==> src/rtl/instr_fetch.sv <==
// Prefetching instruction fetch unit: req/ack memory side, DEPTH-entry FIFO, valid/ready decoder side.
// Optional macro FETCH_BYPASS_EN presents an acked word in its ack cycle when the FIFO is empty.
module instr_fetch #(
    parameter int            AW       = 16,
    parameter int            DEPTH    = 4,
    parameter logic [AW-1:0] RESET_PC = {AW{1'b0}}
) (
    input  logic          clk,
    input  logic          reset,
    output logic          mem_req,
    output logic [AW-1:0] mem_addr,
    input  logic          mem_ack,
    input  logic [15:0]   mem_rdata,
    output logic [15:0]   instr,
    output logic [AW-1:0] instr_pc,
    output logic          instr_valid,
    input  logic          instr_ready,
    input  logic          redirect,
    input  logic [AW-1:0] redirect_pc
);

    localparam int PW = $clog2(DEPTH);
    localparam int CW = PW + 1;
    localparam logic [CW-1:0] CNT_ZERO = {CW{1'b0}};
    localparam logic [CW-1:0] CNT_ONE  = {{(CW-1){1'b0}}, 1'b1};
    localparam logic [CW-1:0] DEPTH_C  = CW'(DEPTH);
    localparam logic [PW-1:0] PTR_ONE  = {{(PW-1){1'b0}}, 1'b1};
    localparam logic [AW-1:0] PC_ONE   = {{(AW-1){1'b0}}, 1'b1};

    typedef enum logic [1:0] {
        FETCH = 2'd0,
        FULL  = 2'd1,
        DROP  = 2'd2
    } state_t;

    state_t        state_r;
    logic [AW-1:0] fetch_pc_r;
    logic [CW-1:0] count_r;
    logic [PW-1:0] rd_ptr_r;
    logic [PW-1:0] wr_ptr_r;
    logic [15:0]   fifo_data_r [DEPTH];
    logic [AW-1:0] fifo_pc_r   [DEPTH];
    logic          mem_req_r;
    logic [AW-1:0] mem_addr_r;
    logic [15:0]   instr_r;
    logic [AW-1:0] instr_pc_r;
    logic          instr_valid_r;

    logic          xfer_s;
    logic          pop_s;
    logic          fetching_s;
    logic          bypass_s;
    logic          push_s;
    logic [AW-1:0] fetch_pc_nx_s;
    logic [CW-1:0] count_nx_s;
    logic [CW-1:0] remain_s;
    logic [PW-1:0] rd_ptr_nx_s;
    logic [15:0]   head_data_s;
    logic [AW-1:0] head_pc_s;

    // Handshake qualifiers, occupancy update and the word that becomes the next FIFO head
    always_comb begin
        xfer_s     = mem_req_r & mem_ack;
        pop_s      = instr_valid_r & instr_ready;
        fetching_s = xfer_s & (state_r == FETCH) & ~redirect;
`ifdef FETCH_BYPASS_EN
        bypass_s   = fetching_s & (count_r == CNT_ZERO);
`else
        bypass_s   = 1'b0;
`endif
        push_s     = fetching_s & ~(bypass_s & instr_ready);
        if (xfer_s && (state_r == FETCH)) begin
            fetch_pc_nx_s = fetch_pc_r + PC_ONE;
        end else begin
            fetch_pc_nx_s = fetch_pc_r;
        end
        case ({push_s, pop_s})
            2'b10:   count_nx_s = count_r + CNT_ONE;
            2'b01:   count_nx_s = count_r - CNT_ONE;
            default: count_nx_s = count_r;
        endcase
        if (pop_s) begin
            remain_s    = count_r - CNT_ONE;
            rd_ptr_nx_s = rd_ptr_r + PTR_ONE;
        end else begin
            remain_s    = count_r;
            rd_ptr_nx_s = rd_ptr_r;
        end
        // When nothing older survives the pop, the incoming word is the new head
        if (remain_s == CNT_ZERO) begin
            head_data_s = mem_rdata;
            head_pc_s   = fetch_pc_r;
        end else begin
            head_data_s = fifo_data_r[rd_ptr_nx_s];
            head_pc_s   = fifo_pc_r[rd_ptr_nx_s];
        end
    end

    // FSM, memory request, FIFO storage/pointers and the registered decoder-side head
    always_ff @(posedge clk or negedge reset) begin
        if (!reset) begin
            state_r       <= FETCH;
            fetch_pc_r    <= RESET_PC;
            count_r       <= CNT_ZERO;
            rd_ptr_r      <= {PW{1'b0}};
            wr_ptr_r      <= {PW{1'b0}};
            mem_req_r     <= 1'b0;
            mem_addr_r    <= RESET_PC;
            instr_r       <= 16'h0000;
            instr_pc_r    <= {AW{1'b0}};
            instr_valid_r <= 1'b0;
            for (int i = 0; i < DEPTH; i++) begin
                fifo_data_r[i] <= 16'h0000;
                fifo_pc_r[i]   <= {AW{1'b0}};
            end
        end else begin
            if (push_s) begin
                fifo_data_r[wr_ptr_r] <= mem_rdata;
                fifo_pc_r[wr_ptr_r]   <= fetch_pc_r;
            end
            if (redirect) begin
                fetch_pc_r    <= redirect_pc;
                count_r       <= CNT_ZERO;
                rd_ptr_r      <= {PW{1'b0}};
                wr_ptr_r      <= {PW{1'b0}};
                instr_valid_r <= 1'b0;
                // An unacked request must run to completion; its data is thrown away in DROP
                if (mem_req_r && !mem_ack) begin
                    state_r <= DROP;
                end else begin
                    state_r    <= FETCH;
                    mem_req_r  <= 1'b1;
                    mem_addr_r <= redirect_pc;
                end
            end else begin
                fetch_pc_r    <= fetch_pc_nx_s;
                count_r       <= count_nx_s;
                rd_ptr_r      <= rd_ptr_nx_s;
                wr_ptr_r      <= push_s ? (wr_ptr_r + PTR_ONE) : wr_ptr_r;
                instr_valid_r <= (count_nx_s != CNT_ZERO);
                if (count_nx_s != CNT_ZERO) begin
                    instr_r    <= head_data_s;
                    instr_pc_r <= head_pc_s;
                end else begin
                    instr_r    <= instr_r;
                    instr_pc_r <= instr_pc_r;
                end
                if (mem_req_r && !mem_ack) begin
                    state_r <= state_r;
                end else if (count_nx_s < DEPTH_C) begin
                    state_r    <= FETCH;
                    mem_req_r  <= 1'b1;
                    mem_addr_r <= fetch_pc_nx_s;
                end else begin
                    state_r   <= FULL;
                    mem_req_r <= 1'b0;
                end
            end
        end
    end

    assign mem_req  = mem_req_r;
    assign mem_addr = mem_addr_r;

`ifdef FETCH_BYPASS_EN
    assign instr       = bypass_s ? mem_rdata  : instr_r;
    assign instr_pc    = bypass_s ? fetch_pc_r : instr_pc_r;
    assign instr_valid = bypass_s | instr_valid_r;
`else
    assign instr       = instr_r;
    assign instr_pc    = instr_pc_r;
    assign instr_valid = instr_valid_r;
`endif

endmodule
==> config.mk <==
export PLATFORM = sky130hd
export DESIGN_NAME = instr_fetch
export DESIGN_NICKNAME = d
export VERILOG_FILES = /design/src/rtl/instr_fetch.sv
export SDC_FILE = /design/constraint.sdc
export NUM_CORES = 1
export LEC_CHECK = 0
export ABC_AREA = 1
export ABC_CLOCK_PERIOD_IN_PS = 2600
export BUFFER_PORTS_ARGS = -buffer_cell sky130_fd_sc_hd__buf_2
export CAP_MARGIN = 20
export CORE_ASPECT_RATIO = 0.5
export CORE_MARGIN = 4
export CORE_UTILIZATION = 36
export DETAILED_ROUTE_END_ITERATION = 16
export PLACE_DENSITY = 0.64
export REMOVE_ABC_BUFFERS = 1
export SYNTH_ARGS = -nofsm -noshare
export SYNTH_HDL_FRONTEND = slang
export SYNTH_SLANG_ARGS = --single-unit
export TNS_END_PERCENT = 50
==> constraint.sdc <==
create_clock -name clk -period 2.6 [get_ports clk]
set_clock_uncertainty 0.2 [all_clocks]
set_input_delay 0.52 -clock clk [delete_from_list [all_inputs] [get_ports clk]]
set_output_delay 0.52 -clock clk [all_outputs]
set_load 0.01 [all_outputs]
; ---- Word level (Yosys, flattened, before mapping)
; Index checks and enable logic that the tools add are counted.
[word_totals]
word_cells = 83
output_inout_bits = 50
in_bits = 37
ff_bits = 203
[classes]
n_addsub = 5
eq_ne = 3
n_reduce_logical = 11
muxes = 34
magnitude_cmp = 4
bitwise_logic = 8
[ops]
columns = cell, count
row1 = $mux 16, 13
row2 = $bwmux 64, 2
row3 = $bmux 16 s2, 2
row4 = $demux 16 s2, 1
row5 = $add 16x1->16 const B, 1
row6 = $mux 2, 7
row7 = $ge 3x3->1 const B, 2
row8 = $mux 1, 6
row9 = $mux 3, 2
row10 = $not 2->3, 2
row11 = $pmux 3 s2, 1
row12 = $add 2x1->2 const B, 2
row13 = $and 1x1->1, 4
row14 = $reduce_and 2->1, 2
row15 = $reduce_bool 2->1, 2
row16 = $add 3x1->3 const B, 1
row17 = $logic_and 1x1->1, 3
row18 = $logic_not 3->1, 1
row19 = $lt 3x1->1 const B, 1
row20 = $lt 3x3->1 const B, 1
row21 = $reduce_bool 3->1, 1
row22 = $sub 3x1->3 const B, 1
row23 = $eq 2x1->1 const B, 1
row24 = $eq 2x2->1 const B, 1
row25 = 4 further kinds, 5

; ---- Logic depth before layout (Yosys ltp)
[logic_depth]
word_depth = 9
mapped_depth = 16

; ---- Worst setup path after synthesis
; No wires, ideal clock.
[synth_path]
path_type = input to register
from = input mem_ack
to = register instr_r[0], in the netlist instr[0]
required_time_ns = 2.283
arrival_ns = 1.998
setup_slack_ns = 0.284
cell_stages = 14
path_cell_list = nand2_2 nor2_4 nand2_2 clkinv_4 ha_1 a21oi_1 o21ai_0 o21ai_0 nand2_1 nand2_1 nand2_2 buf_2 nand3_1 nand2_1
[synth_between]
elab_chain_cells = 7
elab_cells_between_ends = 8
classes_between = eq/ne: 2 / mux: 1 / bitwise: 3 / reduce/logical: 2
[synth_rtl]
columns = element, line_no
row1 = start: declaration, 12  ; input logic mem_ack,
row2 = $and 1x1->1 (*), 63  ; xfer_s = mem_req_r & mem_ack;
row3 = $and 1x1->1 (*) (2 in a row), 65  ; fetching_s = xfer_s & (state_r == FETCH) & ~redirect;
row4 = $eq 2x1->1 / $eq 2x2->1 (equally long branches), 77  ; case ({push_s, pop_s})
row5 = $pmux 3 s2 (*), 77
row6 = $reduce_bool 3->1 (*), 141  ; if (count_nx_s != CNT_ZERO) begin
row7 = $reduce_and 2->1 (no source line) (*), --
row8 = end signal: assignment, 142  ; instr_r <= head_data_s;
row9 = end signal: assignment, 145  ; instr_r <= instr_r;
row10 = end: declaration, 45  ; logic [15:0] instr_r;
; Every way passes the cells marked *; elsewhere a longest branch is shown, timed or not.
; A chain may end at the register's enable or synchronous reset.

; ---- Worst setup path in the final report
[layout_path]
from = register state_r[1]
to = register instr_r[5], in the netlist instr[5]
[layout_between]
elab_chain_cells = 7
elab_cells_between_ends = 8
classes_between = eq/ne: 2 / mux: 1 / bitwise: 2 / reduce/logical: 3
[layout_rtl]
columns = element, line_no
row1 = start: declaration, 36  ; state_t state_r;
row2 = start signal: assignment, 149  ; state_r <= state_r;
row3 = $logic_not 2->1 (*), 65
row4 = $and 1x1->1 (*) (2 in a row), 65
row5 = $eq 2x1->1 / $eq 2x2->1 (equally long branches), 77
row6 = $pmux 3 s2 (*), 77
row7 = $reduce_bool 3->1 (*), 141
row8 = $reduce_and 2->1 (no source line) (*), --
; Marks and branches as above.

==> run metrics <==
Inserted Clock Buffers=20; endpoint of the worst hold path=fetch_pc_r[9]; Async SR Flop Fraction=100%; FF-to-FF setup slack=170 ps; largest net degree at the start of global routing=a little over 80; top-area cell type share of the netlist area=roughly 53%; library cells used by synthesis=34; Area contributors post-synth=dfrtp_1 53%, nand2_1 23%, o21ai_0 6.1%, nand3_1 4.6%, inv_1 2.2%; Avg Inst Size Synth=7.88 µm²; Post-synth top flop=dfrtp_1; Routed Antenna Nets=0; RSZ-0062 raised after global routing=false; Final Hold Fails=0; cell taking the most area after synthesis=dfrtp_1; gr ovfl total=0; post-route cell area=about 0.011 mm²; initial antenna violation count=0; area of the core=around 0.026 mm²; dpl cells=around 1600; die width=~240 µm; peak supply drop=~0.45 mV; Syn-to-layout area delta=15.9%; CP startpoint kind=flip-flop; hold_sp=redirect_pc[9]; synthesized cell area=between 0.009 and 0.01 mm²; crit share post-route=between 90% and 100%; vias per cell=about 4.9; fmax=~400 MHz; setup_tns=0 ps; worst-margin pin slew=between 700 and 800 ps; # Post-CTS Setup Buffers=0; first-pass GRT wire length=around 41 mm; Post-synth EDFFs=0; CTS tree=done; max-cap violation count=0; final wirelength=24.8 mm; CTS max path bufs=3; Pleak=5.84 nW; R2R cell count=16; # setup viols final=0; Hold Path Stages=3; Power Density=~1100 mW/mm²; Cells after Synth=1216; die area=0.0294 mm²; synth cell count leaders=583 x nand2_1, 203 x dfrtp_1, 116 x o21ai_0, 89 x nand3_1, 56 x inv_1; I/O pin count=87; FP Rows=about 40; cell mode on critical path=nand2_1; Non-Filler Instances=around 1600; synth warn=0; GP Congestion=approximately 0.82; Hold Path Class=in -> reg; Initial DRC Count=around 670; Worst Path Max Fanout=16; Total Routing Usage GR=about 17%; Initial DRT Pass Iterations=6; clk slew on worst S/H paths=about 60 ps; die height=123 µm; worst relative slew slack=52.0%; Crit path largest cell delay=between 300 and 400 ps; Initial Util=a little under two fifths; Worst R2R Start=state_r[1]; via count=slightly above 8000; H-tree levels=1; Root Driver=clkbuf_16; FF+latch count, synth=between 200 and 250; number of remaining DRC errors=0; DR WL/cell=15.1 µm; crit path from=state_r[1]; number of port buffers=86; Final HPWL DP=between 15 and 20 mm; Placed Area=roughly 0.010 mm²; Num Clock Sinks=roughly 200; Worst Setup End Kind=flip-flop; reg2reg end=instr[5]; final slew viol count=0; CP Class=reg -> reg; Arr. time, crit path=2670 ps; vias in the first global route=roughly 8000; Final #Nets=1333; count leader, synth=nand2_1; share of cells above drive strength 1=a little over an eighth; # diodes=0; Core Util, Final=43.2%; outcome=finished clean; total power=between 10 and 15 mW; critical path, cell by cell=inv_1, nand2_1, nor2_4, nand2_2, clkinv_4, ha_1, a21oi_2, o21ai_0, o21ai_0, nand2_1, nand2_1, nand2_2, inv_2, clkbuf_16, nand2_1, nand2_1; Req. time, crit path=between 2000 and 3000 ps; sequential share of the synthesized area=a little over half; fin crit period=about 2400 ps; slowest CP cell=dfrtp_1; clock latency on the worst-skew pair=approximately 490 ps
==> routing by layer <==
layer / part of all wire, % / GRT usage, % / routed length (µm)
met5: 0 / 0 / 0
met4: 1.9 / 3.62 / 470
met3: 4.0 / 2.36 / 1000
met2: 47 / 28.6 / 11600
met1: 47 / 23.5 / 11800
==> cells in the final DEF (no fill, tap or decap), types with 5 or more instances in the layout <==
cell       instances
nand2_4            7
nand2_1          583
buf_2             85
clkbuf_16         22
nand3_1           89
and2_1             5
nand4_1            8
o21ai_0          116
inv_2              5
buf_12             7
clkbuf_8           7
nand2_2            5
nor2_1            21
buf_4             15
inv_1             56
or2_2              5
ha_1               9
dfrtp_1          203
o21ai_1           24
==> cells by family (layout without fill, tap and decap cells) <==
group / count (synthesis) / in the layout / share of synthesized area [%]
adders and majority gates: 9 / 9 / 1.18
DFF: 203 / 203 / 53.0
buffers and inverters: 124 / 208 / 6.27
xor gates and xnor gates: 4 / 4 / 0.562
AOI/OAI and AO/OA: 149 / 149 / 7.93
and+or+nand+nor: 727 / 727 / 31.0
==> state kept, by name, summed over array words and instances (netlist names) <==
signal / flops
instr_pc: 16
mem_req: 1
fifo_data_r: 64
instr_valid: 1
state_r: 2
fifo_pc_r: 64
rd_ptr_r: 2
instr: 16
count_r: 3
fetch_pc_r: 16
wr_ptr_r: 2
mem_addr: 16
==> what timing repair did <==
item,in CTS,in global routing
endpoints found under the setup margin,0,1
hold buffers,1,0
endpoints found under the hold margin,33,0
gates resized for setup,0,1
==> report_power, final <==
group	switching [mW]	total [mW]	internal [mW]
Clock	1.21	3.15	1.94
Combinational	2.64	4.22	1.58
Sequential	0.655	4.95	4.29
Total	4.51	12.3	7.81
==> critical path: cells and delay by family (launching register included) <==
family	cells	cell delay [ps]
simple gates	8	660
flops	1	390
compound gates	3	370
buf+inv	4	480
fa+ha+maj	1	270
==> how the worst max path moves through the flow <==
stage / endpoint / slack [ps]
after global routing: instr_pc[6] / 20
after global placement: instr[7] / 160
after detailed placement: instr_pc[7] / 0.4
after CTS: instr_pc[7] / 190
final: instr[5] / 170
after floorplan: instr[0] / -260
==> stage by stage <==
step / hold WS [ps] / worst slack (ps)
after floorplan: 24.4 / -256
after global placement: 258 / 160
after detailed placement: 260 / 0.416
after CTS: 56.0 / 190
after global routing: 70.2 / 20.4
final: 74.3 / 166
==> final cells by class <==
cell class                 instances  area, µm²
inverter                          63        244
clock inverter                     6        105
clock buffer                      29        616
multi-input combinational        889       3900
tap                              344        430
sequential                       203       5080
fill                            2543      14600
timing repair buffer             110        727
Note: power is estimated with default switching activity, not from simulation.
